### src/rtl/ex_hazard_ctrl_pkg.sv
// ex_hazard_ctrl_pkg: shared state encoding, widths and the load-use hazard rule
package ex_hazard_ctrl_pkg;
  localparam int REG_INDEX_BUS = 5;
  typedef enum logic [1:0] {
    HZ_RUN     = 2'd0,
    HZ_MC_BUSY = 2'd1,
    HZ_MC_HOLD = 2'd2
  } hz_state_e;
  // A load in EX whose rd feeds an ID source cannot be forwarded in time; x0 never hazards
  function automatic logic load_use(
    input logic                     mem_read,
    input logic                     rd_en,
    input logic [REG_INDEX_BUS-1:0] rd,
    input logic                     rs1_en,
    input logic [REG_INDEX_BUS-1:0] rs1,
    input logic                     rs2_en,
    input logic [REG_INDEX_BUS-1:0] rs2
  );
    return mem_read & rd_en & (rd != '0) & ((rs1_en & (rs1 == rd)) | (rs2_en & (rs2 == rd)));
  endfunction
endpackage

### src/rtl/ex_hazard_ctrl_stall_cnt.sv
// hazard_stall_cnt: saturating count of stalled cycles
module hazard_stall_cnt #(
  parameter int CNT_W = 32
) (
  input  logic             clk,
  input  logic             rst,
  input  logic             i_en,
  output logic [CNT_W-1:0] o_cnt
);
  logic [CNT_W-1:0] r_cnt;
  // Count enabled cycles, holding at all-ones instead of wrapping
  always_ff @(posedge clk or posedge rst) begin
    if (rst) r_cnt <= '0;
    else if (i_en && (r_cnt != '1)) r_cnt <= r_cnt + {{(CNT_W-1){1'b0}}, 1'b1};
  end
  assign o_cnt = r_cnt;
endmodule

### src/rtl/ex_hazard_ctrl.sv
// ex_hazard_ctrl: EX-stage interlock, multi-cycle sequencing and pipeline stall/flush control
module ex_hazard_ctrl
  import ex_hazard_ctrl_pkg::*;
#(
  parameter int REG_IDX_W = REG_INDEX_BUS,
  parameter int CNT_W     = 32
) (
  input  logic                 clk,
  input  logic                 rst,
  input  logic                 id_rs1_en_i,
  input  logic                 id_rs2_en_i,
  input  logic [REG_IDX_W-1:0] id_rs1_index_i,
  input  logic [REG_IDX_W-1:0] id_rs2_index_i,
  input  logic                 id2ex_rd_en_i,
  input  logic [REG_IDX_W-1:0] id2ex_rd_index_i,
  input  logic                 id2ex_mem_read_i,
  input  logic                 id2ex_multi_cycle_i,
  input  logic                 ex_redirect_i,
  input  logic                 mem_busy_i,
  input  logic                 mcu_done_i,
  output logic                 mcu_start_o,
  output logic                 pc_stall_o,
  output logic                 if2id_stall_o,
  output logic                 if2id_flush_o,
  output logic                 id2ex_stall_o,
  output logic                 id2ex_flush_o,
  output logic                 ex2mem_stall_o,
  output logic                 ex2mem_flush_o,
  output logic                 mem2wb_flush_o,
  output logic [CNT_W-1:0]     stall_cnt_o
);
  hz_state_e r_state, w_next;
  logic w_run, w_lu, w_p1, w_p2, w_p3, w_p4, w_p5;
  // Hold the sequencing state; reset abandons any in-flight multi-cycle op
  always_ff @(posedge clk or posedge rst) begin
    if (rst) r_state <= HZ_RUN;
    else r_state <= w_next;
  end
  // Priority-resolved stage controls and next state; everything is forced low during reset
  always_comb begin
    w_run = r_state == HZ_RUN;
    w_lu  = load_use(id2ex_mem_read_i, id2ex_rd_en_i, id2ex_rd_index_i,
                     id_rs1_en_i, id_rs1_index_i, id_rs2_en_i, id_rs2_index_i);
    w_p1  = mem_busy_i;
    w_p3  = w_run & id2ex_multi_cycle_i;
    w_p2  = !w_p1 & (((r_state == HZ_MC_BUSY) & !mcu_done_i) | w_p3);
    w_p4  = !w_p1 & !w_p2 & w_run & ex_redirect_i;
    w_p5  = !w_p1 & !w_p2 & !w_p4 & w_run & w_lu;
    w_next = w_run ? (w_p3 ? HZ_MC_BUSY : HZ_RUN) :
             (r_state == HZ_MC_BUSY) ? (mcu_done_i ? (mem_busy_i ? HZ_MC_HOLD : HZ_RUN) : HZ_MC_BUSY) :
             (mem_busy_i ? HZ_MC_HOLD : HZ_RUN);
    mcu_start_o    = !rst & w_p3;
    pc_stall_o     = !rst & (w_p1 | w_p2 | w_p5);
    if2id_stall_o  = !rst & (w_p1 | w_p2 | w_p5);
    if2id_flush_o  = !rst & w_p4;
    id2ex_stall_o  = !rst & (w_p1 | w_p2);
    id2ex_flush_o  = !rst & (w_p4 | w_p5);
    ex2mem_stall_o = !rst & w_p1;
    ex2mem_flush_o = !rst & w_p2;
    mem2wb_flush_o = !rst & w_p1;
  end
  hazard_stall_cnt #(.CNT_W(CNT_W)) u_cnt (
    .clk  (clk),
    .rst  (rst),
    .i_en (pc_stall_o),
    .o_cnt(stall_cnt_o)
  );
endmodule

### config.mk
export PLATFORM = sky130hd
export DESIGN_NAME = ex_hazard_ctrl
export DESIGN_NICKNAME = d
export VERILOG_FILES = /design/src/rtl/ex_hazard_ctrl_pkg.sv /design/src/rtl/ex_hazard_ctrl_stall_cnt.sv /design/src/rtl/ex_hazard_ctrl.sv
export SDC_FILE = /design/constraint.sdc
export NUM_CORES = 1
export LEC_CHECK = 0
export CAP_MARGIN = 20
export CORE_MARGIN = 1.5
export CORE_UTILIZATION = 25
export CTS_BUF_LIST = sky130_fd_sc_hd__clkbuf_4 sky130_fd_sc_hd__clkbuf_8
export DETAILED_ROUTE_END_ITERATION = 16
export PLACE_DENSITY = 0.52
export SYNTH_ARGS = -nofsm -noshare
export SYNTH_HDL_FRONTEND = slang
export SYNTH_HIERARCHICAL = 1
export SYNTH_SLANG_ARGS = --single-unit
### constraint.sdc
create_clock -name clk -period 5.35 [get_ports clk]
set_input_delay 1.605 -clock clk [delete_from_list [all_inputs] [get_ports clk]]
set_output_delay 1.605 -clock clk [all_outputs]
set_load 0.02 [all_outputs]
Yosys cells after proc, flatten, opt, wreduce, memory -nomap -nowiden --
Index checks and enable logic that the tools add are counted.
Operators by class: multipliers 0, shift-type cells 0, add/sub/neg operators 1, multiplexer cells 5, reductions and logical operators 8, equality and inequality tests 4, bitwise operators 26, divide/modulo/power cells 0, magnitude comparators 0
Operators by type and width (count):
- $add A32 B1 Y32 const B | 1
- $ne A32 B32 Y1 const B | 1
- $and A1 B1 Y1 | 21
- $eq A5 B5 Y1 | 2
- $mux W2 | 4
- $logic_not A1 Y1 | 5
- $or A1 B1 Y1 | 5
- $reduce_bool A5 Y1 | 1
- $eq A2 B1 Y1 const B | 1
- $logic_not A2 Y1 | 1
- $logic_and A1 B1 Y1 | 1
- $mux W1 | 1
Word-level totals: memories kept 0, output and inout port bits 41, bits in read-only memories 0, bits in registers 34, bits in latches 0, memory bits (writable) 0

Logic depth before layout (Yosys ltp) --
Gate-level depths: netlist of the first run.
depth after elaboration 15, mapped depth 10, mapped depth without buffers 9

Hierarchy --
Netlist of the first run, hierarchy kept.
Modules (own cells, without submodules):
- hazard_stall_cnt | area each 1561.5 um^2, cells an instance 139, times used 1
- ex_hazard_ctrl | area each 297.8 um^2, cells an instance 38, times used 1

Worst setup path after synthesis of the first run --
No wires, ideal clock.
kind in2out, start in mem_busy_i, end out pc_stall_o, data arrival time 2966 ps, slack 779 ps, stages on the path 5, cells stage by stage or4_1 nor2_1 o211ai_1 o22ai_1 buf_4
On the way: longest elaborated chain between the ends 12
RTL lines:
- from (decl) | line ex_hazard_ctrl.sv:19 | input logic mem_busy_i,
- $logic_not A1 Y1 | line ex_hazard_ctrl.sv:46, ex_hazard_ctrl.sv:47, ex_hazard_ctrl.sv:48
- $and A1 B1 Y1 | line ex_hazard_ctrl.sv:46 | w_p2 = !w_p1 & (((r_state == HZ_MC_BUSY) & !mcu_done_i) | w_p3);
- $logic_not A1 Y1 | line ex_hazard_ctrl.sv:47, ex_hazard_ctrl.sv:48
- $and A1 B1 Y1 | line ex_hazard_ctrl.sv:47, ex_hazard_ctrl.sv:48
- $and A1 B1 Y1 (2 in series) | line ex_hazard_ctrl.sv:47 | w_p4 = !w_p1 & !w_p2 & w_run & ex_redirect_i;
- $logic_not A1 Y1 | line ex_hazard_ctrl.sv:48 | w_p5 = !w_p1 & !w_p2 & !w_p4 & w_run & w_lu;
- $and A1 B1 Y1 (3 in series) | line ex_hazard_ctrl.sv:48
- $or A1 B1 Y1 *
- $and A1 B1 Y1 *
- to (decl) | line ex_hazard_ctrl.sv:22 | output logic pc_stall_o,
Mark *: on every way between the ends. The rest lies on a longest branch, timed or not.

Final worst setup path of the first run --
start in mem_busy_i, end out id2ex_flush_o
On the way: longest elaborated chain between the ends 12
RTL lines:
- $logic_not A1 Y1 * | line ex_hazard_ctrl.sv:46, ex_hazard_ctrl.sv:47, ex_hazard_ctrl.sv:48
- $and A1 B1 Y1 | line ex_hazard_ctrl.sv:46
- $logic_not A1 Y1 | line ex_hazard_ctrl.sv:47, ex_hazard_ctrl.sv:48
- $and A1 B1 Y1 * | line ex_hazard_ctrl.sv:47, ex_hazard_ctrl.sv:48
- $and A1 B1 Y1 (2 in series) | line ex_hazard_ctrl.sv:47
- $logic_not A1 Y1 | line ex_hazard_ctrl.sv:48
- $and A1 B1 Y1 (3 in series) | line ex_hazard_ctrl.sv:48
- $or A1 B1 Y1 * | line ex_hazard_ctrl.sv:57 | id2ex_flush_o = !rst & (w_p4 | w_p5);
- $and A1 B1 Y1 * | line ex_hazard_ctrl.sv:57
- to (decl) | line ex_hazard_ctrl.sv:26 | output logic id2ex_flush_o,
Marks and branches as above.

==> flow_summary.ini, run 1 <==
[synth]
synth.top_cell.area_share_pct = 45.8
synthCells = 177
synth_top_cell_by_area = dfrtp_1
synth.avg_cell_area_um2 = 10.5
yosysWarningCount = 6
syn-num-nets = 203
ys_ff_latch = 34
synth_cell_types = 41
synthTopCellsByArea = dfrtp_1 (46%), xnor2_1 (13%), nand3_1 (5.9%)
synth_area_mm2 = 0.00186
seq_area_frac_synth_pct = 45.8

[setup_path]
crit_path_end_kind = output port
critPathLaunchType = primary input
cp_max_fo = 2
crit_required_ns = 3.74
crit_arrival_ns = 3.51
critical_path_class = in2out

[route]
dr.pass1.iters = 4
vias_per_cell = 4.49
wl_per_cell_um = 12.5
ant_nets = 0
dr.first_iter.drc_count = 43
dr_total_vias = 1559
routed_wl_um = 4330
drc = 0

[cts]
htree_levels = 2
clock_latency_ns = 0.28
cts_sinks = 34
cts_tree = yes
clk_path_buf_depth = 2
cts_setup_buffers = 0
cts_root_buf = clkbuf_8
path_clk_slew_ns = 0.06
cts_buffers = 5

[final_layout]
final_core_util_pct = 37.8
multi_input_area_um2 = 966
nFillCells = 741
diodes = 0
drive_gt1_share_pct = 7.66
nNetsFinal = 274
syn2layout_area_growth_pct = 46.6
regArea_um2 = 851

[pwr]
power_density_mw_per_mm2 = 254
pwr-share-clk_pct = 26.9
p_int_mw = 0.480
cellLeakagePower_nw = 1.11
swShare_pct = 30.8
comb_power_share_pct = 27.1
power_switching_mw = 0.214
share_seq_of_total_power_pct = 46.0
ir_drop_mv = 0.167

[global_route]
antenna_found_initial = 0
grt_pass1_wl_um = 7130
grt_overflow = 0
grt_pass1_vias = 1526
track_usage_pct = 11.9
grt_max_degree = 33

[sta]
slew_viol_final = 0
relSlewSlack_pct = 43.5
min_period_ns = 5.12
setup_viol = 0
rsz0062_at_grt = no
maxClockFrequency_mhz = 195
skew_ns = 0.00460
hold_violations = 0
period_share_pct = 95.7
tightest_slew_ns = 0.841
finalSetupTns_ns = 0

[placed_design]
dp_hpwl_um = 3220
gp_congestion = 0.697
port_buffers = 65

[die]
start_util_pct = 25.8
die_h_um = 89.2
die_width_um = 89.2
std_cell_rows = 31
dieArea_mm2 = 0.00796
coreArea_mm2 = 0.00721
io-pin-count = 66

[worst_hold_path]
hp-class = reg2reg

[run]
maxCapViolCount = 0

[run_status]
status = finished, final reports clean
## sequential cells by signal, indices dropped and copies added (netlist names)
| register | count |
|---|---|
| u_cnt/o_cnt | 32 |
| r_state | 2 |
## cell usage after synthesis
| library cell | number |
|---|---|
| o21bai_1 | 1 |
| nor3_1 | 1 |
| nor3b_1 | 1 |
| a32oi_1 | 1 |
| clkbuf_1 | 2 |
| and3_1 | 10 |
| or4_4 | 1 |
| nor4b_1 | 1 |
| a31oi_1 | 2 |
| and2_1 | 1 |
| nor2_1 | 8 |
| nor4_1 | 3 |
| a21oi_1 | 4 |
| dfrtp_1 | 34 |
| nand2b_1 | 1 |
| a311oi_4 | 1 |
| nand4_2 | 1 |
| and2_0 | 1 |
| a41oi_1 | 2 |
| nand3_1 | 22 |
| or4_1 | 2 |
| clkbuf_2 | 1 |
| xor2_1 | 10 |
| or2b_1 | 1 |
| nand2_1 | 8 |
| xnor2_1 | 28 |
| nor2b_1 | 2 |
| inv_1 | 4 |
| buf_4 | 2 |
| o211ai_1 | 1 |
| nand2_2 | 1 |
| nand4_1 | 10 |
| nor4_4 | 1 |
| mux2i_1 | 1 |
| mux2_2 | 1 |
| and4_1 | 1 |
| or3_1 | 1 |
| o22ai_1 | 1 |
| a2111oi_4 | 1 |
| and4_2 | 1 |
| ha_1 | 1 |
## cells in the final DEF (no fill, tap or decap), drive strengths merged, types with 3 or more instances in the layout
| cell | count |
|---|---|
| clkbuf | 7 |
| inv | 4 |
| xor2 | 10 |
| a21oi | 4 |
| nand4 | 11 |
| clkdlybuf4s50 | 63 |
| nor4 | 4 |
| or4 | 3 |
| xnor2 | 28 |
| nand3 | 22 |
| nor2 | 8 |
| nand2 | 9 |
| buf | 4 |
| and3 | 10 |
| dfrtp | 34 |
## metrics by stage
stage                     cells  hold WS (ns)  instance area [um2]  setup slack, ns  power, mW
after floorplan             177         0.463                 1860            0.779      0.415
after global placement      340         0.485                 2640            0.108      0.511
after detailed placement    340         0.496                 2640           0.0996      0.512
after CTS                   347         0.505                 2720           0.0892      0.701
after global routing        347         0.529                 2730           0.0968      0.733
final                       347         0.502                 2730            0.230      0.693
## power by group through the flow
stage                     Combinational [mW]  Sequential [mW]  Clock, mW
final                                  0.188            0.319      0.186
after global routing                   0.205            0.325      0.202
after floorplan                       0.0742            0.341          0
after CTS                              0.190            0.319      0.192
after detailed placement               0.189            0.323          0
after global placement                 0.189            0.322          0
## metal layers
metal	up-vias	track usage, %	routed length [um]
met5	-	0	0
met4	0	4.20	38
met3	4	4.16	294
met2	49	19.1	1900
met1	726	14.8	2090
li1	780	-	-
## layout make-up
cell class              count  area share [%]
clock buffers               7            3.08
well taps                  99            4.55
flip-flops and latches     34            31.2
multi-input cells         134            35.4
inverters                   4           0.551
repair buffers             69            25.2
## repair_timing
item | in CTS | in global routing
hold buffers | 0 | 0
endpoints found under the setup margin | 0 | 2
resized for setup | 0 | 2
## worst max-delay path: stages
cell and delay (ns):
clkdlybuf4s50_1 0.41, or4_1 0.46, nor2_1 0.14, o211ai_1 0.12, o21bai_1 0.16, clkdlybuf4s50_1 0.62
## logic make-up after synthesis
logic type,after synthesis,synth area share [%]
AO/OA/AOI/OAI,14,7.20
buffers and inverters,9,2.29
XOR/XNOR,38,17.9
adder cells (fa/ha/maj),1,0.673
AND/OR/NAND/NOR,79,25.0
flip-flops,34,45.8
multiplexers,2,1.14
## path summary, 6_finish.rpt
check / from / slack [ns] / endpoint / cells past startpoint
max in group asynchronous: rst / 3.16 / u_cnt/o_cnt[20] / 4
min in group asynchronous: rst / 1.66 / r_state[0] / 3
min reg2reg: u_cnt/o_cnt[18] / 0.50 / u_cnt/o_cnt[18] / 1
max reg2reg: r_state[0] / 2.12 / u_cnt/o_cnt[31] / 10
max: mem_busy_i / 0.23 / id2ex_flush_o / 6
min: u_cnt/o_cnt[18] / 0.50 / u_cnt/o_cnt[18] / 1
Note: power is estimated with default switching activity, not from simulation.
==> inputs of run 2 (changes only) <==
- DONT_BUFFER_PORTS: default -> 1
- MAX_ROUTING_LAYER: default -> met4
- PLACE_DENSITY: 0.52 -> 0.4
==> run 2 against run 1 <==
Net effect: first-iteration DRC count is 2.3% higher; critical path depth fell by 1; non-clock buffer count down 66; utilization down 9.0 points.
==> flow_summary.ini, run 2 (synthesis gave the netlist of run 1 again) <==
[run_status]
status = finished, final reports clean

[setup_path]
critPathLaunchType = primary input
critical_path_class = in2out
crit_arrival_ns = 2.79
crit_path_end_kind = output port
crit_required_ns = 3.74
cp_max_fo = 9

[run]
maxCapViolCount = 0

[cts]
clock_latency_ns = 0.29
htree_levels = 2
post_cts_resized = 0
path_clk_slew_ns = 0.06
cts_tree = yes
clk_path_buf_depth = 2
cts_buffers = 5
cts_setup_buffers = 0
cts_sinks = 34
hold_buffers = 0
cts_root_buf = clkbuf_8

[global_route]
track_usage_pct = 11.7
grt_max_degree = 33
antenna_found_initial = 0
grt_overflow = 0
grt_pass1_vias = 1437
grt_pass1_wl_um = 6940

[die]
start_util_pct = 25.8
die_h_um = 89.2
die_width_um = 89.2
coreArea_mm2 = 0.00721
std_cell_rows = 31
dieArea_mm2 = 0.00796
io-pin-count = 66

[route]
drc = 0
ant_nets = 0
wl_per_cell_um = 15.0
dr.first_iter.drc_count = 44
routed_wl_um = 4240
dr_total_vias = 1371
dr.pass1.iters = 4
vias_per_cell = 4.86

[sta]
rsz0062_at_grt = no
relSlewSlack_pct = 36.8
finalSetupTns_ns = 0
tightest_slew_ns = 0.936
skew_ns = 0.00883
period_share_pct = 82.2
min_period_ns = 4.40
setup_viol = 0
finalWorstSetupSlack_ns = 0.950
hold_violations = 0
slew_viol_final = 0
maxClockFrequency_mhz = 227

[final_layout]
syn2layout_area_growth_pct = 11.5
nFillCells = 779
diodes = 0
final_common_cell = dfrtp_1
final_core_util_pct = 28.7
nNetsFinal = 208
stdcell_area_mm2 = 0.00207
largest_reg_flops = 32
layout_common_cells = dfrtp_1 (34), xnor2_1 (28), nand3_1 (22)
drive_gt1_share_pct = 10.4

[placed_design]
placed_area_mm2 = 0.00198
dp_hpwl_um = 3230
pre_cts_ws_ns = 0.894
gp_congestion = 0.754
port_buffers = 0

[pwr]
power.total_mw = 0.634
cellLeakagePower_nw = 0.846
power_density_mw_per_mm2 = 306
ir_drop_mv = 0.113

[worst_hold_path]
hp-class = reg2reg
==> run 2: cell count changes in the layout (fill, tap and decap cells not counted), sizes merged <==
| cell | change |
|---|---|
| clkdlybuf4s50 | -63 |
| dlymetal6s2s | -2 |
| buf | -1 |
| clkinv | +1 |
==> run 2: layer usage <==
metal	wire [um]	part of all wire (%)	global-route usage [%]	vias up
met3	343	8.1	5.26	2
met1	1900	45	13.8	666
li1	-	-	-	648
met5	0	0	-	-
met4	19	0.45	3.36	0
met2	1980	47	18.0	55
==> run 2: metrics by stage <==
stage,hold WS [ns],cells
after floorplan,0.463,177
after global placement,0.496,274
after detailed placement,0.510,274
after CTS,0.519,282
after global routing,0.553,282
final,0.521,282
==> run 2: path summary, 6_finish.rpt <==
path,start,to,slack (ns),depth (start not counted)
max,mem_busy_i,pc_stall_o,0.95,5
min,r_state[1],r_state[0],0.52,1
max reg2reg,r_state[0],u_cnt/o_cnt[29],2.06,10
min reg2reg,r_state[1],r_state[0],0.52,1
max in group asynchronous,rst,u_cnt/o_cnt[21],3.76,2
min in group asynchronous,rst,r_state[0],1.05,1
==> run 2: power by group <==
part | total (mW) | switching [mW] | leakage (nW) | internal, mW
clock network | 0.199 | 0.0899 | 0.0517 | 0.109
registers | 0.350 | 0.0690 | 0.461 | 0.281
logic | 0.0851 | 0.0448 | 0.333 | 0.0403
total | 0.634 | 0.204 | 0.846 | 0.430
==> run 2: worst max-delay path, cell delays in order <==
cell and delay (ns):
or4_1 0.46, nor2_1 0.16, o211ai_1 0.14, o22ai_1 0.19
buf_4 0.23
==> run 2: final cells by class <==
type	instances	area (um2)	share of cell area, %
Inverter	4	15.0	0.724
Timing Repair Buffer	3	22.5	1.09
Tap cell	99	124	5.97
Multi-Input combinational cell	134	966	46.6
Sequential cell	34	851	41.0
Clock inverter	1	5.00	0.241
Clock buffer	7	90.1	4.35
==> inputs of run 3 (changes only) <==
- clock period: 5.35 -> 4.1 ns (I/O delays scaled with it)
==> run 3 against run 2 <==
Net effect: final area rose by 1.1%; utilization rose by 0.31 points; clock power is 30% higher; wire length decreased by 2.3%; count of clock-buffer cells in the layout shrank 1; non-clock buffer count up 3; clock skew rose by 0.0023 ns; largest cell class unchanged; combinational power rose by 34%; die area unchanged; setup slack worse by 0.54 ns.
==> flow_summary.ini, run 3 (synthesis gave the netlist of run 1 again) <==
[pwr]
cellLeakagePower_nw = 0.857
comb_power_share_pct = 13.7
share_seq_of_total_power_pct = 55.1
swShare_pct = 32.8
p_int_mw = 0.556
pwr-share-clk_pct = 31.2
ir_drop_mv = 0.135
power_switching_mw = 0.271
power_density_mw_per_mm2 = 395

[cts]
cts_root_buf = clkbuf_8
clk_path_buf_depth = 2
cts_setup_buffers = 0
cts_buffers = 5
hold_buffers = 0
htree_levels = 2
post_cts_resized = 0
cts_sinks = 34
cts_tree = yes
clock_latency_ns = 0.29
path_clk_slew_ns = 0.07

[global_route]
grt_max_degree = 33
antenna_found_initial = 0
grt_pass1_wl_um = 6590
track_usage_pct = 11.2
grt_pass1_vias = 1371
grt_overflow = 0

[die]
dieArea_mm2 = 0.00796
io-pin-count = 66
std_cell_rows = 31
die_width_um = 89.2
start_util_pct = 25.8
coreArea_mm2 = 0.00721
die_h_um = 89.2

[final_layout]
nFillCells = 777
largest_reg_flops = 32
final_common_cell = dfrtp_1
syn2layout_area_growth_pct = 12.7
multi_input_area_um2 = 966
regArea_um2 = 851
nNetsFinal = 211
layout_common_cells = dfrtp_1 (34), xnor2_1 (28), nand3_1 (22)
drive_gt1_share_pct = 11.8
diodes = 0

[sta]
slew_viol_final = 0
maxClockFrequency_mhz = 271
relSlewSlack_pct = 48.9
period_share_pct = 90.1
worst_hold_slack_ns = 0.525
min_period_ns = 3.69
tightest_slew_ns = 0.764
rsz0062_at_grt = no
finalSetupTns_ns = 0
hold_violations = 0
setup_viol = 0
skew_ns = 0.0111

[setup_path]
worstPathCellList = or4_1, nor2_1, o211ai_1, o22ai_1, buf_4
r2r_slack_ns = 1.03
crit_required_ns = 2.87
cp_max_fo = 5
crit_arrival_ns = 2.46
critical_path_class = in2out
rr_worst_depth = 9
r2r_end = u_cnt/o_cnt[21]
crit_path_end_kind = output port
critical-path-slowest-cell = or4_1
regToRegStartpoint = r_state[0]
critPathLaunchType = primary input
critPathMaxStageDelay_ns = 0.47

[route]
vias_per_cell = 4.73
dr.first_iter.drc_count = 46
dr_total_vias = 1348
routed_wl_um = 4140
wl_per_cell_um = 14.5
drc = 0
dr.pass1.iters = 4
ant_nets = 0

[worst_hold_path]
min_path_cells = 1
hold_end = r_state[0]
hp-start = r_state[1]
hp-class = reg2reg

[placed_design]
port_buffers = 0
dp_hpwl_um = 3180
gp_congestion = 0.768

[run_status]
status = finished, final reports clean

[run]
maxCapViolCount = 0
## run 3: cell count changes in the layout (fill, tap and decap cells not counted)
cell	delta
clkbuf_4	-1
clkinvlp_4	+1
buf_4	+3
## run 3: how the worst max path moves through the flow
stage	from	to	depth (start not counted)
after global placement	mem_busy_i	u_cnt/o_cnt[26]	10
after global routing	mem_busy_i	if2id_stall_o	5
after detailed placement	mem_busy_i	u_cnt/o_cnt[31]	9
after CTS	mem_busy_i	pc_stall_o	5
final	mem_busy_i	if2id_stall_o	5
after floorplan	mem_busy_i	u_cnt/o_cnt[21]	10
## run 3: power by group through the flow
stage	combinational, mW	clock, mW	sequential, mW
floorplan	0.0968	0	0.445
global placement	0.112	0	0.463
detailed placement	0.116	0	0.466
CTS	0.116	0.269	0.459
global route	0.128	0.281	0.467
finish	0.114	0.258	0.456
## run 3: final cells by class
class	instances	area share [%]
Multi-Input combinational cell	134	46.1
Clock inverter	2	0.597
Timing Repair Buffer	6	2.15
Tap cell	99	5.91
Sequential cell	34	40.6
Clock buffer	6	3.94
Inverter	4	0.716
## run 3: through the flow
| step | instance area (um2) | cells | total power, mW | setup WS [ns] | utilization (%) |
|---|---|---|---|---|---|
| floorplan | 1860 | 177 | 0.542 | 0.0794 | - |
| global placement | 2000 | 277 | 0.575 | 0.271 | 27.7 |
| detailed placement | 2000 | 277 | 0.582 | 0.220 | 27.7 |
| CTS | 2100 | 285 | 0.844 | 0.375 | 29.0 |
| global route | 2100 | 285 | 0.876 | 0.305 | 29.0 |
| finish | 2100 | 285 | 0.827 | 0.406 | 29.0 |
## run 3: critical path: cells and delay by family
kind	cells	cell delay [ns]
compound gates	2	0.38
buf+inv	1	0.25
simple gates	2	0.61
## run 3: metal layers
layer / share of wire, % / track usage (%) / up-vias / routed length, um
met1: 43 / 13.0 / 649 / 1780
met2: 46 / 16.6 / 42 / 1900
li1: - / - / 651 / -
met4: 1.6 / 3.78 / 0 / 66
met5: 0 / - / - / 0
met3: 9.6 / 5.91 / 6 / 399
